File: config.mk
export PLATFORM = sky130hd
export DESIGN_NAME = ntt_cmd_sequencer
export DESIGN_NICKNAME = d
export VERILOG_FILES = /design/src/rtl/ntt_cmd_sequencer_pkg.sv /design/src/rtl/ntt_cmd_sequencer.sv
export SDC_FILE = /design/constraint.sdc
export NUM_CORES = 1
export LEC_CHECK = 0
export ABC_AREA = 1
export CELL_PAD_IN_SITES_DETAIL_PLACEMENT = 1
export CELL_PAD_IN_SITES_GLOBAL_PLACEMENT = 1
export CORE_AREA = 2 2 131 101
export CTS_CLUSTER_SIZE = 30
export DETAILED_ROUTE_END_ITERATION = 7
export DIE_AREA = 0 0 133 103
export GPL_ROUTABILITY_DRIVEN = 0
export GPL_TIMING_DRIVEN = 1
export PLACE_DENSITY = 0.72
export SYNTH_ARGS = -nofsm -noshare
export SYNTH_HDL_FRONTEND = slang
export SYNTH_SLANG_ARGS = --single-unit
File: constraint.sdc
create_clock -name clk -period 1.35 [get_ports clk]
set_input_delay 0.135 -clock clk [delete_from_list [all_inputs] [get_ports clk]]
set_output_delay 0.135 -clock clk [all_outputs]
set_load 0.03 [all_outputs]
File: src/rtl/ntt_cmd_sequencer_pkg.sv
// ---------------------------------------------------------------------------
// ntt_cmd_sequencer_pkg
//   Shared definitions for the NTT host-side command sequencer.
//   - NTT core opcode constants (the values driven on OP_CODE by the host).
//   - State encoding for the sequencer FSM.
// ---------------------------------------------------------------------------
package ntt_cmd_sequencer_pkg;

  // NTT core opcodes
  localparam logic [4:0] LD_PARAM   = 5'b00001;
  localparam logic [4:0] LD_W       = 5'b00010;
  localparam logic [4:0] LD_DATA    = 5'b00011;
  localparam logic [4:0] NTT_START  = 5'b00100;
  localparam logic [4:0] INTT_START = 5'b00111;
  localparam logic [4:0] RD_INTT    = 5'b01000;
  localparam logic [4:0] PWM_START  = 5'b01010;
  localparam logic [4:0] RD_NTT     = 5'b01011;

  // Sequencer states
  typedef enum logic [2:0] {
    ST_IDLE = 3'd0,
    ST_OP   = 3'd1,
    ST_DATA = 3'd2,
    ST_GAP  = 3'd3,
    ST_WAIT = 3'd4
  } seq_state_t;

endpackage

File: src/rtl/ntt_cmd_sequencer.sv
// ---------------------------------------------------------------------------
// ntt_cmd_sequencer
//   Drives the NTT core load protocol from a command port and a data stream:
//   a one-cycle opcode pulse, a data phase of cmd_len cycles (stream words or
//   strobe-only), a one-cycle idle gap, and an optional wait for the core's
//   done rising edge (with timeout).
//
// Ports
//   clk, reset            clock, synchronous active-high reset
//   cmd_valid/cmd_ready   command handshake
//   cmd_op                opcode to issue (passed through unchecked)
//   cmd_len               data-phase length in cycles (0 = no data phase)
//   cmd_strobe            data phase drives din_valid=1, din0=0, no stream use
//   cmd_wait              wait for done rising edge after the gap
//   s_valid/s_ready       data stream handshake
//   s_data                data word
//   OP_CODE               core opcode (registered, one-cycle pulse)
//   din_valid, din0       core data strobe / data (registered)
//   done                  core completion level
//   busy                  sequencer not idle
//   tmo                   sticky done-wait timeout, cleared on command accept
// ---------------------------------------------------------------------------
module ntt_cmd_sequencer
  import ntt_cmd_sequencer_pkg::*;
#(
  parameter int DW   = 32,
  parameter int OPW  = 5,
  parameter int LENW = 12,
  parameter int TMOW = 16
) (
  input  logic            clk,
  input  logic            reset,
  input  logic            cmd_valid,
  output logic            cmd_ready,
  input  logic [OPW-1:0]  cmd_op,
  input  logic [LENW-1:0] cmd_len,
  input  logic            cmd_strobe,
  input  logic            cmd_wait,
  input  logic            s_valid,
  output logic            s_ready,
  input  logic [DW-1:0]   s_data,
  output logic [OPW-1:0]  OP_CODE,
  output logic            din_valid,
  output logic [DW-1:0]   din0,
  input  logic            done,
  output logic            busy,
  output logic            tmo
);

  // Timeout fires on the WAIT cycle whose increment would reach all-ones,
  // i.e. after 2**TMOW-1 WAIT cycles.
  localparam logic [TMOW-1:0] TMO_LAST = ~TMOW'(1);

  seq_state_t      state;
  logic [LENW-1:0] len_q;
  logic            strobe_q;
  logic            wait_q;
  logic [LENW-1:0] cnt;
  logic [TMOW-1:0] tmo_cnt;
  logic            done_q;
  logic            accept;

  // Handshake readies depend on state only. A no-wait command may be
  // followed immediately: the next command is taken in the GAP cycle.
  assign cmd_ready = !reset && ((state == ST_IDLE) ||
                                ((state == ST_GAP) && !wait_q));
  assign s_ready   = (state == ST_DATA) && !strobe_q;
  assign busy      = (state != ST_IDLE);
  assign accept    = cmd_valid && cmd_ready;

  always_ff @(posedge clk) begin
    if (reset) begin
      state     <= ST_IDLE;
      len_q     <= '0;
      strobe_q  <= 1'b0;
      wait_q    <= 1'b0;
      cnt       <= '0;
      tmo_cnt   <= '0;
      done_q    <= 1'b0;
      tmo       <= 1'b0;
      OP_CODE   <= '0;
      din_valid <= 1'b0;
      din0      <= '0;
    end else begin
      done_q    <= done;
      // Core outputs are single-cycle unless re-driven below.
      OP_CODE   <= '0;
      din_valid <= 1'b0;
      din0      <= '0;

      if (accept) begin
        // Opcode is registered on the accept edge so the pulse appears in
        // the OP-state cycle itself.
        len_q    <= cmd_len;
        strobe_q <= cmd_strobe;
        wait_q   <= cmd_wait;
        tmo      <= 1'b0;
        OP_CODE  <= cmd_op;
        state    <= ST_OP;
      end else begin
        unique case (state)
          ST_IDLE: ;

          ST_OP: begin
            cnt   <= len_q;
            state <= (len_q != '0) ? ST_DATA : ST_GAP;
          end

          ST_DATA: begin
            if (strobe_q || s_valid) begin
              din_valid <= 1'b1;
              din0      <= strobe_q ? '0 : s_data;
              cnt       <= cnt - LENW'(1);
              if (cnt == LENW'(1)) state <= ST_GAP;
            end
          end

          ST_GAP: begin
            tmo_cnt <= '0;
            state   <= wait_q ? ST_WAIT : ST_IDLE;
          end

          ST_WAIT: begin
            // done_q tracks done every cycle, so a level already high on
            // entry is not mistaken for a completion edge.
            if (done && !done_q) begin
              state <= ST_IDLE;
            end else begin
              tmo_cnt <= tmo_cnt + TMOW'(1);
              if (tmo_cnt == TMO_LAST) begin
                tmo   <= 1'b1;
                state <= ST_IDLE;
              end
            end
          end

          default: state <= ST_IDLE;
        endcase
      end
    end
  end

endmodule
# Word level (Yosys, flattened, before mapping)
# Index checks and enable logic that the tools add are counted.
# Widths: inputs -> output; s select.
word_totals:
  wordCells: 71
  reg_bits: 85
op_classes:
  muxes: 13
  add_sub_neg: 2
  n_eq_ne: 14
  bitwise: 5
  n_reduce_logical: 25
ops:
  columns: ["operator", "n"]
  rows:
  - ["$pmux 16 s2", 1]
  - ["$pmux 12 s2", 1]
  - ["$add 16x1->16 const B", 1]
  - ["$eq 16x16->1 const B", 1]
  - ["$mux 16", 1]
  - ["$mux 3", 5]
  - ["$pmux 3 s5", 1]
  - ["$eq 12x1->1 const B", 1]
  - ["$mux 12", 1]
  - ["$reduce_bool 12->1", 1]
  - ["$sub 12x1->12 const B", 1]
  - ["$reduce_and 3->1", 3]
  - ["$reduce_and 4->1", 2]
  - ["$eq 3x2->1 const B", 2]
  - ["$ne 3x2->1 const B", 2]
  - ["$logic_and 1x1->1", 5]
  - ["$not 1->1", 5]
  - ["$reduce_or 5->1", 1]
  - ["$logic_not 1->1", 4]
  - ["$ne 2x1->1 const B", 2]
  - ["$ne 2x2->1 const B", 2]
  - ["$ne 4x4->1 const B", 1]
  - ["$reduce_bool 2->1", 2]
  - ["$reduce_or 2->1", 2]
  - ["other kinds (8)", 11]

# Logic depth before layout (Yosys ltp)
logic_depth:
  ltp_word: 7
  depth_mapped: 11
  depth_no_buf: 11

# Least setup slack after synthesis
# OpenSTA, ideal clock, no wires.
synth_timing:
  path_kind: "register to register"
  start: "register state[2]"
  end: "register din0[10]"
  arrival_ns: 1.508
  path_stages_with_launch: 7
  path_buffers: 1
  slack_ns: -0.222
  synth_period_minus_slack_ns: 1.572
  t_required_ns: 1.286
  cell_sequence: "dfxtp_1 -> nor2_1 -> nand2_1 -> nor2_1 -> nand3_2 -> buf_4 -> nor2_1"
synth_between:
  elab_chain_cells: 6
  elab_cells_between_ends: 9
  cone_classes: "2 x eq/ne; 1 x bitwise; 6 x reduce/logical"
synth_rtl:
  columns: ["item", "line_no", "text"]
  rows:
  - ["from (decl)", "ntt_cmd_sequencer.sv:54", "seq_state_t state;"]
  - ["from (signal assigned)", "ntt_cmd_sequencer.sv:106", "state <= (len_q != '0) ? ST_DATA : ST_GAP;"]
  - ["from (signal assigned)", "ntt_cmd_sequencer.sv:120", "state <= wait_q ? ST_WAIT : ST_IDLE;"]
  - ["$eq 3x2->1", "ntt_cmd_sequencer.sv:66", "((state == ST_GAP) && !wait_q));"]
  - ["$logic_and 1x1->1", "ntt_cmd_sequencer.sv:66", null]
  - ["$logic_or 1x1->1", "ntt_cmd_sequencer.sv:65", "assign cmd_ready = !reset && ((state == ST_IDLE) ||"]
  - ["$logic_and 1x1->1", "ntt_cmd_sequencer.sv:65", null]
  - ["$logic_and 1x1->1", "ntt_cmd_sequencer.sv:69", "assign accept = cmd_valid && cmd_ready;"]
  - ["$reduce_or 5->1 (no source line) *", null, null]
  - ["to (signal assigned)", "ntt_cmd_sequencer.sv:112", "din0 <= strobe_q ? '0 : s_data;"]
  - ["to (decl)", "ntt_cmd_sequencer.sv:44", "output logic [DW-1:0] din0,"]
# Every way passes the cells marked *; elsewhere a longest branch is shown, timed or not.
# A chain may end at the register's enable or synchronous reset.

# Worst setup path in the final report
layout_timing:
  start: "register state[0]"
  end: "output cmd_ready"
layout_between:
  elab_chain_cells: 4
  elab_cells_between_ends: 5
  cone_classes: "1 x eq/ne; 4 x reduce/logical"
layout_rtl:
  columns: ["item", "line_no", "text"]
  rows:
  - ["$eq 3x2->1", "ntt_cmd_sequencer.sv:66", null]
  - ["$logic_and 1x1->1", "ntt_cmd_sequencer.sv:66", null]
  - ["$logic_or 1x1->1 *", "ntt_cmd_sequencer.sv:65", null]
  - ["$logic_and 1x1->1 *", "ntt_cmd_sequencer.sv:65", null]
  - ["to (decl)", "ntt_cmd_sequencer.sv:34", "output logic cmd_ready,"]
# Marks and branches as above.

==> out/qor.txt <==
CTS tree: yes
Startpoint Class: register
Post-Syn Area: 3635 µm²
Die X-Extent: 133 µm
Die Area: 13700 µm²
Non-Filler Instances: 866
Yosys reg bits: 85
first-pass GRT wire length: 20530 µm
number of global-route vias before repair: 4038
DR pass1 iterations: 4
Clock Latency Late Sink: 360 ps
Clock transition at path regs: 70 ps
gr usage total: 19.41%
Fillers: 1500
vias per cell: 4.574
DR vias: 3961
Post-synth top flop: dfxtp_1
P&R area growth vs syn: 72.53%
Post-Synthesis Cells: 512
PD cells: 965.5 nW/µm²
final wirelength: 14210 µm
crit path kind: reg -> out
Placed Cells: 827
Yosys warning count: 0
row cnt: 36
setup slack after layout: -320.0 ps
antenna violations before repair: 0
commonest non-fill, non-tap cell in the layout: nor2_1
Achievable Freq: 598.8 MHz
area of the multi-input gates: 1887 µm²
Initial Utilization: 28.92%
Seq/Total Area, Yosys: 46.82%
min Tclk post-route: 1670 ps
Hold WC Path Type: in -> reg
DRT antenna net count: 0
period utilization: 123.7%
CTS Root Cell: clkbuf_16
gr ovfl total: 0
CP Max Fanout: 4
placed cell area: 5253 µm²
n_diodes: 0
H-tree depth: 3
layout cells sized above 1: 29.50%
Final setup viols: 86
max_slew headroom: 76.99%
# clock sinks: 85
DRC: 0
RSZ-0062 raised after global routing: yes
Synth Net Count: 572
max-cap violations: 0
Post-Place Setup Slack: -301.4 ps
failing checks: setup timing
Die Y: 103 µm
Leak: 2.881 nW
share of flip-flops with an asynchronous set or reset: 0%
core area: 12570 µm²
initial drt markers: 127
wire per inst: 16.41 µm
Fin. Hold Viols: 0
CP Capture Type: output port
DP HPWL: 9144 µm
Worst VDD drop: 0.0009430 V
Worst-Margin Slew: 346.6 ps
utilization after layout: 49.90%
CTS Buf Count: 9
number of flops mapped to enable cells by yosys: 0
IO Pins: 98
Distinct cells, synth: 33
pin count of the biggest net entering global routing: 16
worst endpoint required time: 1220 ps
fin. max-slew vios: 0
final setup TNS: -16410 ps
crit path DAT: 1540 ps
most frequent cells in the layout: 78 x nor2_1, 75 x dfxtp_1, 75 x inv_1, 75 x nand2_1, 55 x clkdlybuf4s50_1
Setup Skew: 8.574 ps
Design Area, Final: 6271 µm²
status: finished with violations
IO buf count: 97
clk buf depth: 2
Avg Cell Area, Syn: 7.099 µm²
register area: 1727 µm²
# nets final: 750
cells by family (layout without fill, tap and decap cells):
kind of cell	Yosys count	count (layout)	synth area share (%)
and+or+nand+nor	259	259	30.64
buffers and inverters	100	283	11.08
DFF	85	85	46.82
AOI/OAI and AO/OA	60	60	9.123
adders and majority gates	4	4	1.377
xor gates and xnor gates	4	4	0.9638
power breakdown:
group	leakage (nW)	internal, W	switching (W)	total [W]
registers	0.696	0.00256	0.0000423	0.00260
clock network	0.149	0.00151	0.00112	0.00263
logic	2.04	0.000404	0.000420	0.000824
total	2.88	0.00447	0.00158	0.00605
state kept, by name, indices dropped and copies added, names as in the netlist:
name       flops
OP_CODE        5
cnt           12
din0          32
din_valid      1
done_q         1
len_q         12
state          3
strobe_q       1
tmo            1
tmo_cnt       16
wait_q         1
metrics by stage:
step | power [W] | hold WS (ps)
after CTS | 0.006007 | 287.6
final | 0.006055 | 294.0
after global placement | 0.003291 | 448.5
after global routing | 0.006271 | 310.4
after floorplan | 0.002958 | 247.2
after detailed placement | 0.003314 | 459.6
worst paths after layout:
kind,depth (start not counted),to,start,slack (ps)
worst max-delay path,7,cmd_ready,state[0],-320
worst min register to register,2,state[2],wait_q,460
worst min-delay path,3,din0[22],s_data[22],290
worst max register to register,12,tmo_cnt[12],state[0],-310
worst max-delay path, cell delays in order (launching register included):
cell and delay, ps:
dfxtp_4 410, nand2_4 70, nor2_4 110, nand2_2 80
buf_6 120, a21oi_4 140, buf_6 130, buf_8 120
area by class of cell:
class / instances / share of cell area, %
multi-input combinational: 327 / 30.09
inverter: 84 / 5.267
timing repair buffer: 183 / 28.77
tap: 171 / 3.412
sequential: 85 / 27.53
clock inverter: 5 / 1.057
clock buffer: 11 / 3.871
layer usage:
| layer | global-route usage (%) | part of all wire (%) | up-vias |
|---|---|---|---|
| li1 | - | - | 1946 |
| met1 | 22.06 | 42 | 1874 |
| met2 | 33.44 | 49 | 122 |
| met3 | 8.112 | 7.3 | 19 |
| met4 | 6.534 | 1.9 | 0 |
| met5 | 0 | 0 | - |
cell usage after synthesis, types with 2 or more instances:
library cell / count / area share, %
buf_2: 7 / 0.96
nor3_1: 6 / 0.83
o21ai_1: 3 / 0.41
nand3_1: 34 / 4.7
o21ai_0: 29 / 4.0
o21bai_1: 2 / 0.41
nand2_2: 3 / 0.52
nand4_1: 9 / 1.5
nor4_1: 2 / 0.34
ha_1: 4 / 1.4
nor2_2: 2 / 0.34
nand3b_1: 2 / 0.41
a21oi_1: 20 / 2.8
inv_2: 3 / 0.31
dfxtp_1: 85 / 47
nor2_1: 97 / 10
xor2_1: 4 / 0.96
clkbuf_1: 4 / 0.41
buf_4: 3 / 0.62
nand2_1: 100 / 10
inv_1: 81 / 8.4
repair_timing:
action | CTS | global route
setup endpoints to repair | 119 | 86
hold buffers | 0 | 0
setup buffers | 16 | 14
gates cloned | 2 | 3
pin swaps | 16 | 35
resized for setup | 102 | 110
(Power assumes the default switching activity.)
